[config.mk]
export PLATFORM = sky130hd
export DESIGN_NAME = object_stats_reader
export DESIGN_NICKNAME = d
export VERILOG_FILES = /design/src/rtl/object_stats_reader_pkg.sv /design/src/rtl/object_stats_reader.sv
export SDC_FILE = /design/constraint.sdc
export NUM_CORES = 1
export LEC_CHECK = 0
export ABC_AREA = 1
export BUFFER_PORTS_ARGS = -buffer_cell sky130_fd_sc_hd__buf_2
export CAP_MARGIN = 15
export CORE_MARGIN = 10
export CORE_UTILIZATION = 27
export CTS_BUF_LIST = sky130_fd_sc_hd__clkbuf_8
export CTS_CLUSTER_SIZE = 30
export DETAILED_ROUTE_END_ITERATION = 16
export REMOVE_ABC_BUFFERS = 1
export SYNTH_ARGS = -nofsm -noshare
export SYNTH_HDL_FRONTEND = slang
export SYNTH_SLANG_ARGS = --single-unit
[constraint.sdc]
create_clock -name clk -period 13.8 [get_ports clk]
set_input_delay 0 -clock clk [delete_from_list [all_inputs] [get_ports clk]]
set_output_delay 0 -clock clk [all_outputs]
set_load 0.005 [all_outputs]
[src/rtl/object_stats_reader_pkg.sv]
// Shared definitions for the object statistics readout engine:
// default widths, record field count and the scan state encoding.
package object_stats_reader_pkg;

  localparam int LBL_WIDTH  = 8;
  localparam int LOC_SIZE   = 16;
  // Record order in out_data, LSB first: area,x,y,m02,m11,m20,m30,m21,m12,m03
  localparam int OBJ_FIELDS = 10;

  typedef enum logic [1:0] {
    OSR_IDLE = 2'd0,
    OSR_WAIT = 2'd1,
    OSR_EMIT = 2'd2,
    OSR_DONE = 2'd3
  } osr_state_e;

endpackage

[src/rtl/object_stats_reader.sv]
// Post-frame readout: walks labels 1..num_labels-1 through the labeler's stats
// read port and streams out every object whose area reaches min_area.
module object_stats_reader
  import object_stats_reader_pkg::*;
#(
  parameter int LBL_W        = LBL_WIDTH,
  parameter int LOC_W        = LOC_SIZE,
  parameter int READ_LATENCY = 2
) (
  input  logic                        clk,
  input  logic                        reset,
  input  logic                        start,
  input  logic [LBL_W-1:0]            num_labels,
  input  logic [LOC_W-1:0]            min_area,
  output logic [LBL_W-1:0]            obj_id,
  input  logic [LOC_W-1:0]            obj_area,
  input  logic [LOC_W-1:0]            obj_x,
  input  logic [LOC_W-1:0]            obj_y,
  input  logic [LOC_W-1:0]            obj_m02,
  input  logic [LOC_W-1:0]            obj_m11,
  input  logic [LOC_W-1:0]            obj_m20,
  input  logic [LOC_W-1:0]            obj_m30,
  input  logic [LOC_W-1:0]            obj_m21,
  input  logic [LOC_W-1:0]            obj_m12,
  input  logic [LOC_W-1:0]            obj_m03,
  output logic                        out_valid,
  input  logic                        out_ready,
  output logic [LBL_W-1:0]            out_id,
  output logic [OBJ_FIELDS*LOC_W-1:0] out_data,
  output logic                        busy,
  output logic                        done,
  output logic [LBL_W-1:0]            obj_count
);

  localparam int WC_W = (READ_LATENCY > 1) ? $clog2(READ_LATENCY) : 1;
  localparam logic [WC_W-1:0] WC_RELOAD = WC_W'(READ_LATENCY - 1);

  osr_state_e state_q, state_d;

  logic [LBL_W-1:0]            obj_id_q, obj_id_d;
  logic [LBL_W-1:0]            last_q, last_d;
  logic [LOC_W-1:0]            min_area_q, min_area_d;
  logic [WC_W-1:0]             wait_cnt_q, wait_cnt_d;
  logic [LBL_W-1:0]            out_id_q, out_id_d;
  logic [OBJ_FIELDS*LOC_W-1:0] rec_q, rec_d;
  logic [LBL_W-1:0]            obj_count_q, obj_count_d;

  logic start_acc, wait_done, pass, hs, advance, at_last;

  assign start_acc = (state_q == OSR_IDLE) && start;
  assign wait_done = (state_q == OSR_WAIT) && (wait_cnt_q == '0);
  assign pass      = (obj_area >= min_area_q);
  assign hs        = (state_q == OSR_EMIT) && out_ready;
  // A label is finished either when rejected at capture or when accepted downstream.
  assign advance   = (wait_done && !pass) || hs;
  assign at_last   = (obj_id_q == last_q);

  always_ff @(posedge clk or posedge reset) begin
    if (reset) state_q <= OSR_IDLE;
    else       state_q <= state_d;
  end

  always_comb begin
    state_d = state_q;
    case (state_q)
      OSR_IDLE: if (start) state_d = (num_labels <= LBL_W'(1)) ? OSR_DONE : OSR_WAIT;
      OSR_WAIT: if (wait_done) state_d = pass ? OSR_EMIT : (at_last ? OSR_DONE : OSR_WAIT);
      OSR_EMIT: if (out_ready) state_d = at_last ? OSR_DONE : OSR_WAIT;
      OSR_DONE: state_d = OSR_IDLE;
      default:  state_d = OSR_IDLE;
    endcase
  end

  always_comb begin
    out_valid = (state_q == OSR_EMIT);
    busy      = (state_q != OSR_IDLE);
    done      = (state_q == OSR_DONE);
  end

  always_comb begin
    obj_id_d    = obj_id_q;
    last_d      = last_q;
    min_area_d  = min_area_q;
    wait_cnt_d  = wait_cnt_q;
    out_id_d    = out_id_q;
    rec_d       = rec_q;
    obj_count_d = obj_count_q;
    if (start_acc) begin
      last_d      = num_labels - LBL_W'(1);
      min_area_d  = min_area;
      obj_count_d = '0;
      obj_id_d    = LBL_W'(1);
      wait_cnt_d  = WC_RELOAD;
    end
    if ((state_q == OSR_WAIT) && !wait_done) wait_cnt_d = wait_cnt_q - WC_W'(1);
    if (wait_done) begin
      rec_d    = {obj_m03, obj_m12, obj_m21, obj_m30, obj_m20,
                  obj_m11, obj_m02, obj_y, obj_x, obj_area};
      out_id_d = obj_id_q;
    end
    if (hs) obj_count_d = obj_count_q + LBL_W'(1);
    if (advance && !at_last) begin
      obj_id_d   = obj_id_q + LBL_W'(1);
      wait_cnt_d = WC_RELOAD;
    end
  end

  always_ff @(posedge clk or posedge reset) begin
    if (reset) begin
      obj_id_q    <= '0;
      last_q      <= '0;
      min_area_q  <= '0;
      wait_cnt_q  <= '0;
      out_id_q    <= '0;
      rec_q       <= '0;
      obj_count_q <= '0;
    end else begin
      obj_id_q    <= obj_id_d;
      last_q      <= last_d;
      min_area_q  <= min_area_d;
      wait_cnt_q  <= wait_cnt_d;
      out_id_q    <= out_id_d;
      rec_q       <= rec_d;
      obj_count_q <= obj_count_d;
    end
  end

  assign obj_id    = obj_id_q;
  assign out_id    = out_id_q;
  assign out_data  = rec_q;
  assign obj_count = obj_count_q;

endmodule

---- Word level (Yosys, flattened, before mapping) ----
Index checks and enable logic that the tools add are counted.
operators by class
  reductions and logical operators ........ 16
  bitwise operators ....................... 1
  order comparisons ....................... 2
  add/sub/neg operators ................... 4
  muxes and demuxes ....................... 14
  equality and inequality tests ........... 7
operators with widths
  cell                                                                               count
  8-bit 2-to-1 mux                                                                   4
  8-bit by 1-bit adder with 8-bit output (second input constant)                     2
  16-bit >= comparator                                                               1
  2-bit 2-to-1 mux                                                                   6
  8-bit == test                                                                      1
  8-bit by 1-bit less-or-equal comparator with 1-bit output (second input constant)  1
  2-bit one-hot mux with 4 select lines                                              1
  8-bit by 1-bit subtractor with 8-bit output (second input constant)                1
  1-bit logical AND                                                                  6
  2-bit nonzero test                                                                 3
  2-bit == test (second input constant)                                              2
  2-bit != test (second input constant)                                              2
  1-bit zero test                                                                    3
  1-bit 2-to-1 mux                                                                   3
  3-bit AND reduction                                                                1
  3-bit nonzero test                                                                 1
  2-bit by 1-bit == test with 1-bit output (second input constant)                   1
  2-bit zero test                                                                    1
  2-bit by 1-bit != test with 1-bit output (second input constant)                   1
  1-bit logical OR                                                                   1
  1-bit NOT                                                                          1
  1-bit subtractor (second input constant)                                           1
word-level totals
  register bits ........................... 211
  word-level logic and storage cells ...... 52
  output and inout port bits .............. 187

---- Logic depth before layout (Yosys ltp) ----
  depth after elaboration ................. 6
  mapped depth ............................ 17
  gate-level depth less buffers ........... 16

---- Worst setup path before layout ----
No wires, ideal clock.
  path kind ............................... register to register
  start point ............................. register min_area_q[7]
  end point ............................... register obj_id_q[0], in the netlist obj_id[0]
  data required time ...................... 13.683 ns
  path slack .............................. 12.233 ns
  arrival time ............................ 1.450 ns
  stages on the path, launching flop included .. 17
  path buffers ............................ 1
  period minus slack after synthesis ...... 1.567 ns
  setup time .............................. 0.117 ns
  cells stage by stage .................... dfrtp_1 inv_1 ha_1 nand2_1 inv_1 nand2_1 nor2_1 nor2_1 nand2_1 nand2_1 nand3_1 nand2_1 nand2_1 buf_6 nand2_1 nand2_1 nand2_1
between the ends
  longest elaborated chain between the ends .. 6
  elaborated cells on any way between the ends .. 7
  those cells by class .................... order compare (1); mux (1); reduce/logical (5)
ends and longest elaborated chain
  item                                                           RTL line                    RTL
  start: declaration                                             object_stats_reader.sv:42   logic [LOC_W-1:0] min_area_q, min_area_d;
  start signal: assignment                                       object_stats_reader.sv:120  min_area_q <= min_area_d;
  16-bit >= comparator (*)                                       object_stats_reader.sv:52   assign pass = (obj_area >= min_area_q);
  1-bit zero test (*)                                            object_stats_reader.sv:55   assign advance = (wait_done && !pass) || hs;
  1-bit logical AND (*)                                          object_stats_reader.sv:55
  1-bit logical OR (*)                                           object_stats_reader.sv:55
  1-bit logical AND (*)                                          object_stats_reader.sv:102  if (advance && !at_last) begin
  8-bit 2-to-1 mux / 2-bit nonzero test (equally long branches)  -
  end signal: assignment                                         object_stats_reader.sv:118  obj_id_q <= obj_id_d;
  end: declaration                                               object_stats_reader.sv:40   logic [LBL_W-1:0] obj_id_q, obj_id_d;
Every way passes the cells marked *; elsewhere a longest branch is shown, timed or not.
A chain may end at the register's enable or synchronous reset.

---- Worst setup path after layout ----
  start point ............................. register state_q[1]
  end point ............................... register rec_q[44], in the netlist out_data[44]
between the ends
  longest elaborated chain between the ends .. 2
ends and longest elaborated chain
  item                                      RTL line                    RTL
  start: declaration                        object_stats_reader.sv:38   osr_state_e state_q, state_d;
  start signal: assignment                  object_stats_reader.sv:60   else state_q <= state_d;
  2-bit by 1-bit == test with 1-bit output  object_stats_reader.sv:51   assign wait_done = (state_q == OSR_WAIT) && (wait_cnt_q == '0);
  1-bit logical AND                         object_stats_reader.sv:51
  end signal: assignment                    object_stats_reader.sv:123  rec_q <= rec_d;
  end: declaration                          object_stats_reader.sv:45   logic [OBJ_FIELDS*LOC_W-1:0] rec_q, rec_d;
Every way passes these cells.

==> impl_metrics.env <==
export IMPL_muxShareOfSynthArea_pct=0
export IMPL_clkTransAtPathRegs_ps=60
export IMPL_postRouteAntennaNets=0
export IMPL_ys_top_cells_by_area="dfrtp_1 (60%), nand2_1 (24%), ha_1 (2.8%)"
export IMPL_hold_violations=0
export IMPL_grt_pass1_wl_microns=51400
export IMPL_grt_usage_pct=15.5
export IMPL_yosysTopAreaCell="dfrtp_1"
export IMPL_synth_top_family_by_area="simple AND/OR/NAND/NOR gates"
export IMPL_coreArea_sq_um=32500
export IMPL_synth_compound_area_share_pct=3.15
export IMPL_clock_latency_ps=520
export IMPL_die_w_microns=201
export IMPL_postCtsResizedCells=0
export IMPL_leakage_uw=0.00767
export IMPL_crit_fanout=113
export IMPL_p_switching_uw=1060
export IMPL_finalSetupTns_ps=0
export IMPL_drive_gt1_share_pct=26.8
export IMPL_critical_path_required_ps=14200
export IMPL_slew_headroom_pct=37.0
export IMPL_num_io_pins=375
export IMPL_endpoint_kind="flip-flop"
export IMPL_grt_pass1_vias=9230
export IMPL_final_max_slew_violation_count=0
export IMPL_combPwrFrac_pct=40.6
export IMPL_antenna_found_initial=2
export IMPL_fp_row_count=66
export IMPL_worst_pin_slew_ps=945
export IMPL_multi_input_area_sq_um=3120
export IMPL_die_h_microns=201
export IMPL_areaGrowthSynthToFinish_pct=54.5
export IMPL_synth_cells=1029
export IMPL_critical_path_cell_chain="inv_1, nand2_1, nor2_4, buf_4, inv_6, buf_4, nand2_1, nand2_1"
export IMPL_via_count=8941
export IMPL_drt_pass1_iterations=4
export IMPL_clock_tree_root_cell="clkbuf_8"
export IMPL_instances_no_fill=2060
export IMPL_dieArea_sq_um=40500
export IMPL_netlist_area_sq_um=8860
export IMPL_syn_avg_cell_area_sq_um=8.61
export IMPL_cap_violations=0
export IMPL_dp_hpwl_microns=21900
export IMPL_wl_per_cell_microns=15.7
export IMPL_cpMaxStageDelayCell="buf_4"
export IMPL_fmax_mhz=356
export IMPL_synth_top_cell_area_share_pct=59.6
export IMPL_cp_start_kind="flip-flop"
export IMPL_wirelength_microns=32400
export IMPL_p_int_uw=1620
export IMPL_cp_slowest_stage_delay_ps=610
export IMPL_period_share_pct=20.3
export IMPL_arrival_ps=3210
export IMPL_sw_frac_of_total_pct=39.6
export IMPL_place_congestion=0.877
export IMPL_yosys_register_bits=211
export IMPL_ys_seq_area_share_pct=59.6
export IMPL_clockPowerShare_pct=20.1
export IMPL_drc_errors=0
export IMPL_critPathKind="reg2reg"
export IMPL_cts_sinks=211
export IMPL_synth_xor_area_share_pct=1.78
export IMPL_cts_made_buffers=40
export IMPL_portBuffers=374
export IMPL_skew_ps=17.4
export IMPL_placedCellCount=1807
export IMPL_peakVddDrop_mv=0.102
export IMPL_fin_crit_ps=2810
export IMPL_first_iter_violations=385
export IMPL_setup_violations=0
export IMPL_seq_power_share_pct=39.3
export IMPL_synthAdderAreaFrac_pct=2.82
export IMPL_gr_total_overflow=0
export IMPL_power_density_nw_per_um2=196
export IMPL_grt_setup_unrepaired="no"
export IMPL_grt_max_degree=114
export IMPL_regArea_sq_um=5280
export IMPL_cts_buffer_depth=3
export IMPL_start_util_pct=27.3
export IMPL_yosys_area_share_simple_pct=27.4
export IMPL_nFillCells=3113
export IMPL_ys_warn_count=0
export IMPL_min_path_type="in2async"
export IMPL_cts_tree="built"
export IMPL_ys_types=30
export IMPL_worst_path_most_repeated_cell="nand2_1"
export IMPL_avgViaCountPerCell=4.34
export IMPL_ff2ff_path_depth=8
export IMPL_nets=1808
export IMPL_h_tree_depth=2
export IMPL_status="finished, final reports clean"
-- power groups by stage --
stage                     logic [uW]  clock network [uW]  registers (uW)
final                           1090                 539            1060
after global placement          1020                   0            1050
after CTS                       1100                 562            1050
after floorplan                  534                   0            1070
after global routing            1240                 591            1090
after detailed placement        1050                   0            1060
-- state kept, by name, summed over array words and instances, names as in the netlist --
signal,flops
out_data,160
min_area_q,16
last_q,8
obj_count,8
obj_id,8
out_id,8
state_q,2
wait_cnt_q,1
-- area by class of cell --
| cell class | count | share of cell area (%) |
|---|---|---|
| multi-input cells | 717 | 22.8 |
| clock buffers | 44 | 4.42 |
| repair buffers | 572 | 28.1 |
| flip-flops and latches | 211 | 38.6 |
| clock inverters | 15 | 0.430 |
| well taps | 442 | 4.04 |
| inverters | 58 | 1.68 |
| diodes | 1 | 0.0183 |
-- what timing repair did --
action,4_1_cts,5_1_grt
hold buffers,193,0
hold endpoints to repair,271,0
setup buffers,0,0
-- kinds of logic (layout without fill, tap and decap cells) --
group	count (synthesis)	count (layout)
AOI/OAI and AO/OA	52	52
xor gates and xnor gates	18	18
adders and majority gates	20	20
buffers and inverters	101	689
DFF	211	211
other	0	1
and+or+nand+nor	627	627
-- critical path, delay by kind of cell, from the launching register on --
kind	cells	cell delay (ps)
DFF	1	390
and+or+nand+nor	4	440
buffers and inverters	4	1670
-- cells in the final DEF (no fill, tap or decap), drive strengths merged --
| cell type | netlist | layout |
|---|---|---|
| o31ai | 1 | 1 |
| nand3 | 20 | 20 |
| nand2 | 578 | 578 |
| o21ai | 37 | 37 |
| ha | 20 | 20 |
| o22ai | 1 | 1 |
| buf | 31 | 379 |
| a31oi | 2 | 2 |
| nor4 | 2 | 2 |
| inv | 58 | 71 |
| nor3 | 6 | 6 |
| xor2 | 11 | 11 |
| clkbuf | 12 | 44 |
| diode | 0 | 1 |
| dlygate4sd3 | 0 | 193 |
| clkinv | 0 | 2 |
| nor2 | 19 | 19 |
| dfrtp | 211 | 211 |
| o211ai | 2 | 2 |
| a22o | 1 | 1 |
| nand4 | 2 | 2 |
| o32ai | 1 | 1 |
| a21oi | 7 | 7 |
| xnor2 | 7 | 7 |
-- per-layer routing --
metal | GRT usage, % | vias up | wire length, microns
li1 | - | 4287 | -
met1 | 19.0 | 4176 | 13200
met2 | 24.8 | 392 | 14900
met3 | 4.80 | 84 | 2910
met4 | 6.57 | 2 | 1300
met5 | 0 | - | 13
-- worst paths after layout --
path                               from            end  slack, ps
setup / recovery             state_q[1]   out_data[44]      10990
hold / removal                    reset   out_data[51]        100
setup reg to reg             state_q[1]   out_data[44]      10990
hold reg to reg            out_data[83]   out_data[83]        460
max in group asynchronous         reset  out_data[158]      11550
min in group clk               obj_x[0]   out_data[16]        210
-- synth_stat cells --
library cell and n:
nand3_1 19, o21ai_1 3, nand4_1 2, nor3_2 2, a21oi_1 7, o22ai_1 1
nor4_1 2, a31oi_1 2, inv_1 55, o32ai_1 1, o21ai_0 34, xor2_1 11
o31ai_1 1, dfrtp_1 211, ha_1 20, nor2_1 18, nor3_4 1, nor3_1 3
inv_2 3, xnor2_1 7, clkbuf_1 11, buf_6 2, nand3_2 1, buf_4 9
a22o_1 1, nor2_4 1, buf_2 20, o211ai_1 2, clkbuf_8 1, nand2_1 578
-- per-stage QoR --
step	setup WS [ps]	hold slack (ps)	utilization, %	power [uW]	area [sq um]
detailed placement	11090	129	34.2	2110	11100
global placement	11140	135	34.2	2070	11100
CTS	11070	109	42.2	2710	13700
finish	10990	97.9	42.2	2680	13700
global route	10800	158	42.2	2920	13700
floorplan	8030	110	-	1610	8610
No activity file was read; power rests on OpenSTA's default activity.
